`src/rtl/hazard_ctrl_pkg.sv`:
```
// Shared types and constants for the pipeline hazard controller:
// FSM encoding, the pipeline-control bundle and the load-use detector.
package hazard_ctrl_pkg;

    typedef enum logic {
        RUN     = 1'b0,
        MD_BUSY = 1'b1
    } state_t;

    localparam logic [4:0] REG_X0 = 5'd0;

    typedef struct packed {
        logic pc_write;
        logic if_id_write;
        logic if_id_flush;
        logic id_ex_bubble;
        logic branch_taken;
        logic id_ex_hold;
    } ctrl_t;

    // Front end frozen, IF/ID and ID/EX both loaded with NOPs.
    localparam ctrl_t NOP_CTRL = '{
        pc_write:     1'b0,
        if_id_write:  1'b0,
        if_id_flush:  1'b1,
        id_ex_bubble: 1'b1,
        branch_taken: 1'b0,
        id_ex_hold:   1'b0
    };

    localparam ctrl_t RUN_CTRL = '{
        pc_write:     1'b1,
        if_id_write:  1'b1,
        if_id_flush:  1'b0,
        id_ex_bubble: 1'b0,
        branch_taken: 1'b0,
        id_ex_hold:   1'b0
    };

    // x0 is never a real producer, so a load targeting it cannot create a hazard.
    function automatic logic load_use_hit(
        input logic       memread,
        input logic [4:0] rd,
        input logic       uses_rs1,
        input logic [4:0] rs1,
        input logic       uses_rs2,
        input logic [4:0] rs2
    );
        return memread && (rd != REG_X0) &&
               ((uses_rs1 && (rs1 == rd)) || (uses_rs2 && (rs2 == rd)));
    endfunction

endpackage

```
`src/rtl/hazard_ctrl_sat_counter.sv`:
```
// Saturating event counter with synchronous clear; clear beats increment.
module sat_counter #(
    parameter int W = 32
) (
    input  logic         clock,
    input  logic         reset_n,
    input  logic         inc,
    input  logic         clr,
    output logic [W-1:0] count
);

    always_ff @(posedge clock or negedge reset_n) begin
        if (!reset_n) begin
            count <= '0;
        end else if (clr) begin
            count <= '0;
        end else if (inc && (count != '1)) begin
            count <= count + W'(1);
        end
    end

endmodule

```
`src/rtl/hazard_ctrl.sv`:
```
// Pipeline hazard/stall controller: load-use bubbles, taken-branch flushes,
// front-end freeze during multi-cycle EX ops, plus perf counters and timeout flag.
module hazard_ctrl
    import hazard_ctrl_pkg::*;
#(
    parameter int CNT_W      = 32,
    parameter int MD_TIMEOUT = 64
) (
    input  logic             clock,
    input  logic             reset_n,
    input  logic [4:0]       id_rs1,
    input  logic [4:0]       id_rs2,
    input  logic             id_uses_rs1,
    input  logic             id_uses_rs2,
    input  logic             ex_memread,
    input  logic [4:0]       ex_rd,
    input  logic             ex_branch_taken,
    input  logic             ex_md_start,
    input  logic             ex_md_done,
    input  logic             cnt_clear,
    output logic             pc_write,
    output logic             if_id_write,
    output logic             if_id_flush,
    output logic             id_ex_bubble,
    output logic             branch_taken,
    output logic             id_ex_hold,
    output logic [CNT_W-1:0] stall_cycles,
    output logic [CNT_W-1:0] flush_count,
    output logic             md_timeout,
    output logic             fsm_state
);

    localparam int TMR_W = $clog2(MD_TIMEOUT + 1);

    state_t           state, state_nxt;
    logic [TMR_W-1:0] timer, timer_nxt;
    logic             timeout_set;
    logic             hit;
    logic             flush_evt;
    ctrl_t            ctrl;

    assign hit = load_use_hit(ex_memread, ex_rd, id_uses_rs1, id_rs1, id_uses_rs2, id_rs2);

    always_ff @(posedge clock or negedge reset_n) begin
        if (!reset_n) begin
            state      <= RUN;
            timer      <= '0;
            md_timeout <= 1'b0;
        end else begin
            state <= state_nxt;
            timer <= timer_nxt;
            if (timeout_set) begin
                md_timeout <= 1'b1;
            end
        end
    end

    always_comb begin
        ctrl        = RUN_CTRL;
        state_nxt   = state;
        timer_nxt   = timer;
        timeout_set = 1'b0;
        flush_evt   = 1'b0;

        if (state == MD_BUSY) begin
            // Branch and load-use requests are masked while the MD unit owns EX.
            ctrl.pc_write    = 1'b0;
            ctrl.if_id_write = 1'b0;
            ctrl.id_ex_hold  = 1'b1;
            timer_nxt        = timer + TMR_W'(1);
            if (ex_md_done) begin
                state_nxt = RUN;
            end else if (timer_nxt == TMR_W'(MD_TIMEOUT)) begin
                state_nxt   = RUN;
                timeout_set = 1'b1;
            end
        end else if (ex_branch_taken) begin
            ctrl.branch_taken = 1'b1;
            ctrl.if_id_flush  = 1'b1;
            flush_evt         = 1'b1;
        end else begin
            // A start that completes in the same cycle never needs a freeze.
            if (ex_md_start && !ex_md_done) begin
                state_nxt = MD_BUSY;
                timer_nxt = '0;
            end
            if (hit) begin
                ctrl.pc_write     = 1'b0;
                ctrl.if_id_write  = 1'b0;
                ctrl.id_ex_bubble = 1'b1;
            end
        end

        if (!reset_n) begin
            ctrl = NOP_CTRL;
        end
    end

    assign pc_write     = ctrl.pc_write;
    assign if_id_write  = ctrl.if_id_write;
    assign if_id_flush  = ctrl.if_id_flush;
    assign id_ex_bubble = ctrl.id_ex_bubble;
    assign branch_taken = ctrl.branch_taken;
    assign id_ex_hold   = ctrl.id_ex_hold;
    assign fsm_state    = state;

    sat_counter #(.W(CNT_W)) u_stall_cnt (
        .clock   (clock),
        .reset_n (reset_n),
        .inc     (!ctrl.pc_write),
        .clr     (cnt_clear),
        .count   (stall_cycles)
    );

    sat_counter #(.W(CNT_W)) u_flush_cnt (
        .clock   (clock),
        .reset_n (reset_n),
        .inc     (flush_evt),
        .clr     (cnt_clear),
        .count   (flush_count)
    );

endmodule

```
`config.mk`:
```
export PLATFORM = sky130hd
export DESIGN_NAME = hazard_ctrl
export DESIGN_NICKNAME = d
export VERILOG_FILES = /design/src/rtl/hazard_ctrl_pkg.sv /design/src/rtl/hazard_ctrl_sat_counter.sv /design/src/rtl/hazard_ctrl.sv
export SDC_FILE = /design/constraint.sdc
export NUM_CORES = 1
export LEC_CHECK = 0
export ABC_AREA = 1
export BUFFER_PORTS_ARGS = -buffer_cell sky130_fd_sc_hd__buf_2
export CORE_ASPECT_RATIO = 0.75
export CORE_UTILIZATION = 45
export DETAILED_ROUTE_END_ITERATION = 7
export PLACE_DENSITY = 0.7
export REMOVE_ABC_BUFFERS = 1
export SYNTH_ARGS = -nofsm -noshare
export SYNTH_HDL_FRONTEND = slang
export SYNTH_SLANG_ARGS = --single-unit
```
`constraint.sdc`:
```
create_clock -name clock -period 2.8 [get_ports clock]
set_input_delay 0.14 -clock clock [delete_from_list [all_inputs] [get_ports clock]]
set_output_delay 0.14 -clock clock [all_outputs]
set_load 0.02 [all_outputs]
```
Word level (Yosys, flattened, before mapping)
Cells that the tools add are included.
{"block": "op_classes", "add_sub_neg": 3, "n_eq_ne": 6, "mux": 25, "n_reduce_logical": 15}
{"operator": "$mux W32", "count": 4}
{"operator": "$add A32 B1 Y32 const B", "count": 2}
{"operator": "$ne A32 B32 Y1 const B", "count": 2}
{"operator": "$mux W7", "count": 3}
{"operator": "$mux W1", "count": 13}
{"operator": "$eq A5 B5 Y1", "count": 2}
{"operator": "$add A7 B1 Y7 const B", "count": 1}
{"operator": "$eq A7 B7 Y1 const B", "count": 1}
{"operator": "$logic_and A1 B1 Y1", "count": 7}
{"operator": "$mux W2", "count": 3}
{"operator": "$mux W6", "count": 1}
{"operator": "$reduce_bool A2 Y1", "count": 3}
{"operator": "$reduce_bool A5 Y1", "count": 1}
{"operator": "$mux W3", "count": 1}
{"operator": "$logic_not A1 Y1", "count": 2}
{"operator": "$ne A2 B1 Y1 const B", "count": 1}
{"operator": "$reduce_and A2 Y1", "count": 1}
{"operator": "$logic_or A1 B1 Y1", "count": 1}
{"block": "word_totals", "reg_bits": 73, "out_inout_bits": 72, "elab_cells": 54}

Longest topological paths before layout
{"block": "logic_depth", "word_depth": 12, "depth_mapped": 12, "ltp_nobuf": 11}

Modules after synthesis
From an unflattened synthesis, not the netlist that was laid out.
{"block": "hier_totals", "cells_unflattened": 823, "hier_area_um2": 5240.0}
{"module": "sat_counter", "instances": 2, "cells_per_inst": 345, "area_each_um2": 2243.4, "seq_area_each_um2": 800.8}
{"module": "hazard_ctrl", "instances": 1, "cells_per_inst": 133, "area_each_um2": 753.2, "seq_area_each_um2": 225.2}

Worst setup path after synthesis
OpenSTA, ideal clock, no wires.
{"block": "synth_timing", "kind": "flip-flop to flip-flop", "start": "reg u_flush_cnt.count[0]", "end": "reg u_flush_cnt.count[9]", "t_arrival_ns": 1.824, "required_time_ns": 2.726, "path_slack_ns": 0.902, "stages_incl_launch_ff": 10, "path_buffers": 1, "period_less_slack_ns": 1.898, "cell_sequence": "dfrtp_1 ha_1 nand3_1 inv_2 nand2_1 nor2_4 a21oi_4 buf_2 nand4_1 o21ai_2"}
{"block": "synth_via", "elab_chain_cells": 3, "word_cells_on_any_way": 6, "cone_classes": "add/sub (1); eq/ne (1); mux (2); reduce/logical (2)"}
{"item": "from (decl)", "line_no": "hazard_ctrl_sat_counter.sv:9", "text": "output logic [W-1:0] count"}
{"item": "from (signal assigned)", "line_no": "hazard_ctrl_sat_counter.sv:18", "text": "count <= count + W'(1);"}
{"item": "$add A32 B1 Y32 or $ne A32 B32 Y1 (tied branches)", "line_no": "hazard_ctrl_sat_counter.sv:18, hazard_ctrl_sat_counter.sv:17"}
{"item": "$mux W32 or $logic_and A1 B1 Y1 (tied branches)", "line_no": "hazard_ctrl_sat_counter.sv:17", "text": "end else if (inc && (count != '1)) begin"}
{"item": "$mux W32 or $reduce_bool A2 Y1 (tied branches)"}
Parallel ways exist; a longest one is shown, timed or not. The select of a mux whose other input is x is not followed.
A chain may end at the register's enable or synchronous reset.

Worst setup path after layout
{"block": "layout_timing", "start": "reg u_flush_cnt.count[0]", "end": "reg u_flush_cnt.count[3]"}
The elaborated chain is that of the path after synthesis.

==> flow_summary_export.csv <==
group,metric,value,unit
global_routing,track_usage,26.1,%
place,placed_cells,1029,
synthesis,synth_top_cell_by_area,"dfrtp_1",
timing,grt_setup_unrepaired,"false",
global_routing,antenna_found_initial,0,
timing,setup_tns,0,ns
synthesis,syn-cell-area,5260,um^2
critical_path,path_cells,"ha_1 > nand3_1 > inv_2 > nand2_1 > nor2_4 > nand2_1 > nand2_1 > buf_4 > nor2_1 > o21ai_1 > nor2_1",
clocking,insertion_delay,0.34,ns
flow_run,drv_cap,0,
clocking,clk_pin_slew,0.06,ns
clocking,clockBufferDepth,2,
critical_path,crit_buf_inv,2,
drt,route.detailed.wl_per_inst,14.0,um
critical_path,worstSetupPathType,"reg -> reg",
timing,fin_worst_skew,0.00803,ns
clocking,cts.root.buffer_cell,"clkbuf_16",
drt,drt_iter0_drc,591,
clocking,cts.sinks,73,
drt,ant_nets,0,
synthesis,synthFlopType,"dfrtp_1",
timing,worst_pin_slew,0.717,ns
clocking,htreeDepth,3,
pwr,ir_drop,0.497,mV
critical_path,crit_path_max_fanout,13,
timing,timing.hold.ws,0.0809,ns
layout,drive_gt1_share,16.4,%
critical_path,slowest_stage,"dfrtp_1",
synthesis,yosys-top-cells-area,"dfrtp_1 35%, nand2_1 18%, nor2_1 7.8%, nand3_1 7.5%, inv_1 7.3%",
synthesis,async_flop_share,100,%
global_routing,grt_pass1_vias,4826,
floorplan,core_area,11100,um^2
floorplan,boundaryPins,96,
pwr,power.density,490,nW/um^2
place,gp_congestion,0.932,
synthesis,ys_seq_elements,73,
critical_path,cp-start-kind,"flop",
global_routing,overflow,0,
outcome,outcome,"finished, final reports clean",
drt,drc_errors,0,
critical_path,critPathCaptureType,"flop",
floorplan,die_y,95.7,um
synthesis,synth_edf_count,0,
layout,synthToLayoutAreaGrowth,17.0,%
critical_path,critical_path.max_stage_delay,0.42,ns
floorplan,fp.dieW,127,um
synthesis,syn_area_per_cell,6.49,um^2
floorplan,dieArea,12100,um^2
timing,layout_setup_ws,0.606,ns
global_routing,grt_pass1_wl,24600,um
place,port-buffer-count,95,
critical_path,cp_common_cell,"nand2_1",
timing,setup_viol,0,
synthesis,synth_cells,811,
critical_path,cp.arrival,2.41,ns
synthesis,ys_warn_count,0,
timing,period_share,78.4,%
drt,vias,5462,
critical_path,cp_data_required_time,3.02,ns
place,hpwl,10800,um
floorplan,rows,33,
place,pre_cts_ws,0.622,ns
timing,final_hold_viol_count,0,
critical_path,crit_family,"simple AND/OR/NAND/NOR gates",
clocking,cts_buffers,9,
global_routing,grt_max_degree,93,
layout,antennaDiodeCount,0,
timing,slew_viol_final,0,
synthesis,ys_seq_area_share,34.7,%
timing,final.min_clock_period,2.19,ns
drt,drtPass1Iterations,5,
synthesis,ys_types,39,
timing,fmax,0.456,GHz
layout,instances_no_fill,1046,
drt,drt-total-wl,14700,um
synthesis,synth_top_cell_area_share,34.7,%
min_path,worstHoldPathType,"in -> reg",
pwr,cellLeakagePower,3.22,nW
floorplan,initial_utilization,47.2,%
timing,slew_headroom,52.2,%
clocking,cts_tree,"done",
clocking,post_cts_resize_count,0,
drt,via_per_inst,5.22,
layout,nNetsFinal,929,
==> routing by layer <==
metal	wire length (um)	part of all wire, %	track usage [%]
met1	7690	52	40.6
met2	5810	40	36.4
met3	1050	7.2	5.33
met4	102	0.70	5.95
met5	0	0	0
==> worst reg2reg max path: stages (launching register included) <==
cell     delay [ns]
dfrtp_1        0.42
ha_1           0.22
nand3_1        0.22
inv_2          0.09
nand2_1        0.11
nor2_4         0.18
nand2_1        0.07
nand2_1        0.27
buf_4          0.27
nor2_1         0.07
o21ai_1        0.12
nor2_1         0.05
==> per-stage QoR <==
stage               total power [mW]  util, %  instance area (um^2)
global route                    3.19     55.3                  6160
detailed placement              1.82     52.4                  5840
finish                          3.02     55.3                  6160
CTS                             3.05     55.3                  6160
global placement                1.82     52.4                  5840
floorplan                       1.59        -                  5120
==> cell usage after synthesis, types with 9 or more instances <==
| library cell | n |
|---|---|
| nand2_1 | 250 |
| nor2_1 | 110 |
| inv_1 | 102 |
| nand3_1 | 79 |
| dfrtp_1 | 73 |
| nand4_1 | 48 |
| nor3_1 | 23 |
| o21ai_1 | 16 |
| xor2_1 | 15 |
| o21ai_0 | 11 |
| buf_2 | 10 |
| inv_2 | 9 |
==> cell usage in the layout (no fill, tap or decap), types with 2 or more instances in the layout <==
| master | n |
|---|---|
| nand2_1 | 250 |
| nor2_1 | 110 |
| inv_1 | 101 |
| buf_2 | 94 |
| nand3_1 | 79 |
| dfrtp_1 | 73 |
| nand4_1 | 48 |
| nor3_1 | 23 |
| o21ai_1 | 16 |
| xor2_1 | 15 |
| o21ai_0 | 11 |
| inv_2 | 10 |
| clkbuf_16 | 9 |
| buf_4 | 8 |
| xnor2_1 | 7 |
| o21ai_2 | 7 |
| nor2_2 | 4 |
| ha_1 | 4 |
| a21oi_1 | 3 |
| nor3b_1 | 3 |
| clkbuf_8 | 3 |
| nor3_2 | 2 |
| nor2_4 | 2 |
| nand2_2 | 2 |
| o22ai_1 | 2 |
| a21o_1 | 2 |
| clkbuf_1 | 2 |
==> cell type report <==
cell class                      instances  area, um^2
Timing Repair Buffer                  104         561
Inverter                              112         420
Tap cell                              140         175
Clock inverter                          2        35.0
Sequential cell                        73        1830
Fill cell                            1149        4990
Multi-Input combinational cell        601        2870
Clock buffer                           14         274
==> cell families (layout without fill, tap and decap cells) <==
group           count (synthesis)  in the layout  share of synthesized area (%)
xor+xnor                       22             22                           3.66
flops                          73             73                           34.7
compound gates                 47             47                           5.56
simple gates                  528            528                           44.3
fa+ha+maj                       4              4                          0.951
buf+inv                       137            232                           10.8
==> worst paths after layout <==
path                                           start  cells after the start                     to  slack [ns]
worst max-delay path            u_flush_cnt.count[0]                     11   u_flush_cnt.count[3]        0.61
worst min-delay path                      ex_md_done                      4             md_timeout        0.08
worst max register to register  u_flush_cnt.count[0]                     11   u_flush_cnt.count[3]        0.61
worst min register to register            md_timeout                      1             md_timeout        0.48
max in group asynchronous                    reset_n                      3  u_stall_cnt.count[31]        1.55
min in group asynchronous                    reset_n                      2  u_flush_cnt.count[29]        0.23
==> registers in the layout, summed over array words and instances, names as in the netlist <==
name,cells
md_timeout,1
fsm_state,1
u_stall_cnt.count,32
timer,7
u_flush_cnt.count,32
==> what timing repair did <==
item | 4_1_cts | 5_1_grt
endpoints found under the hold margin | 19 | 0
setup buffers | 0 | 0
hold buffers | 1 | 0
==> power by group <==
group	switching, mW	internal [mW]
clock network	0.448	0.763
logic	0.426	0.180
registers	0.0765	1.12
(Power assumes the default switching activity.)
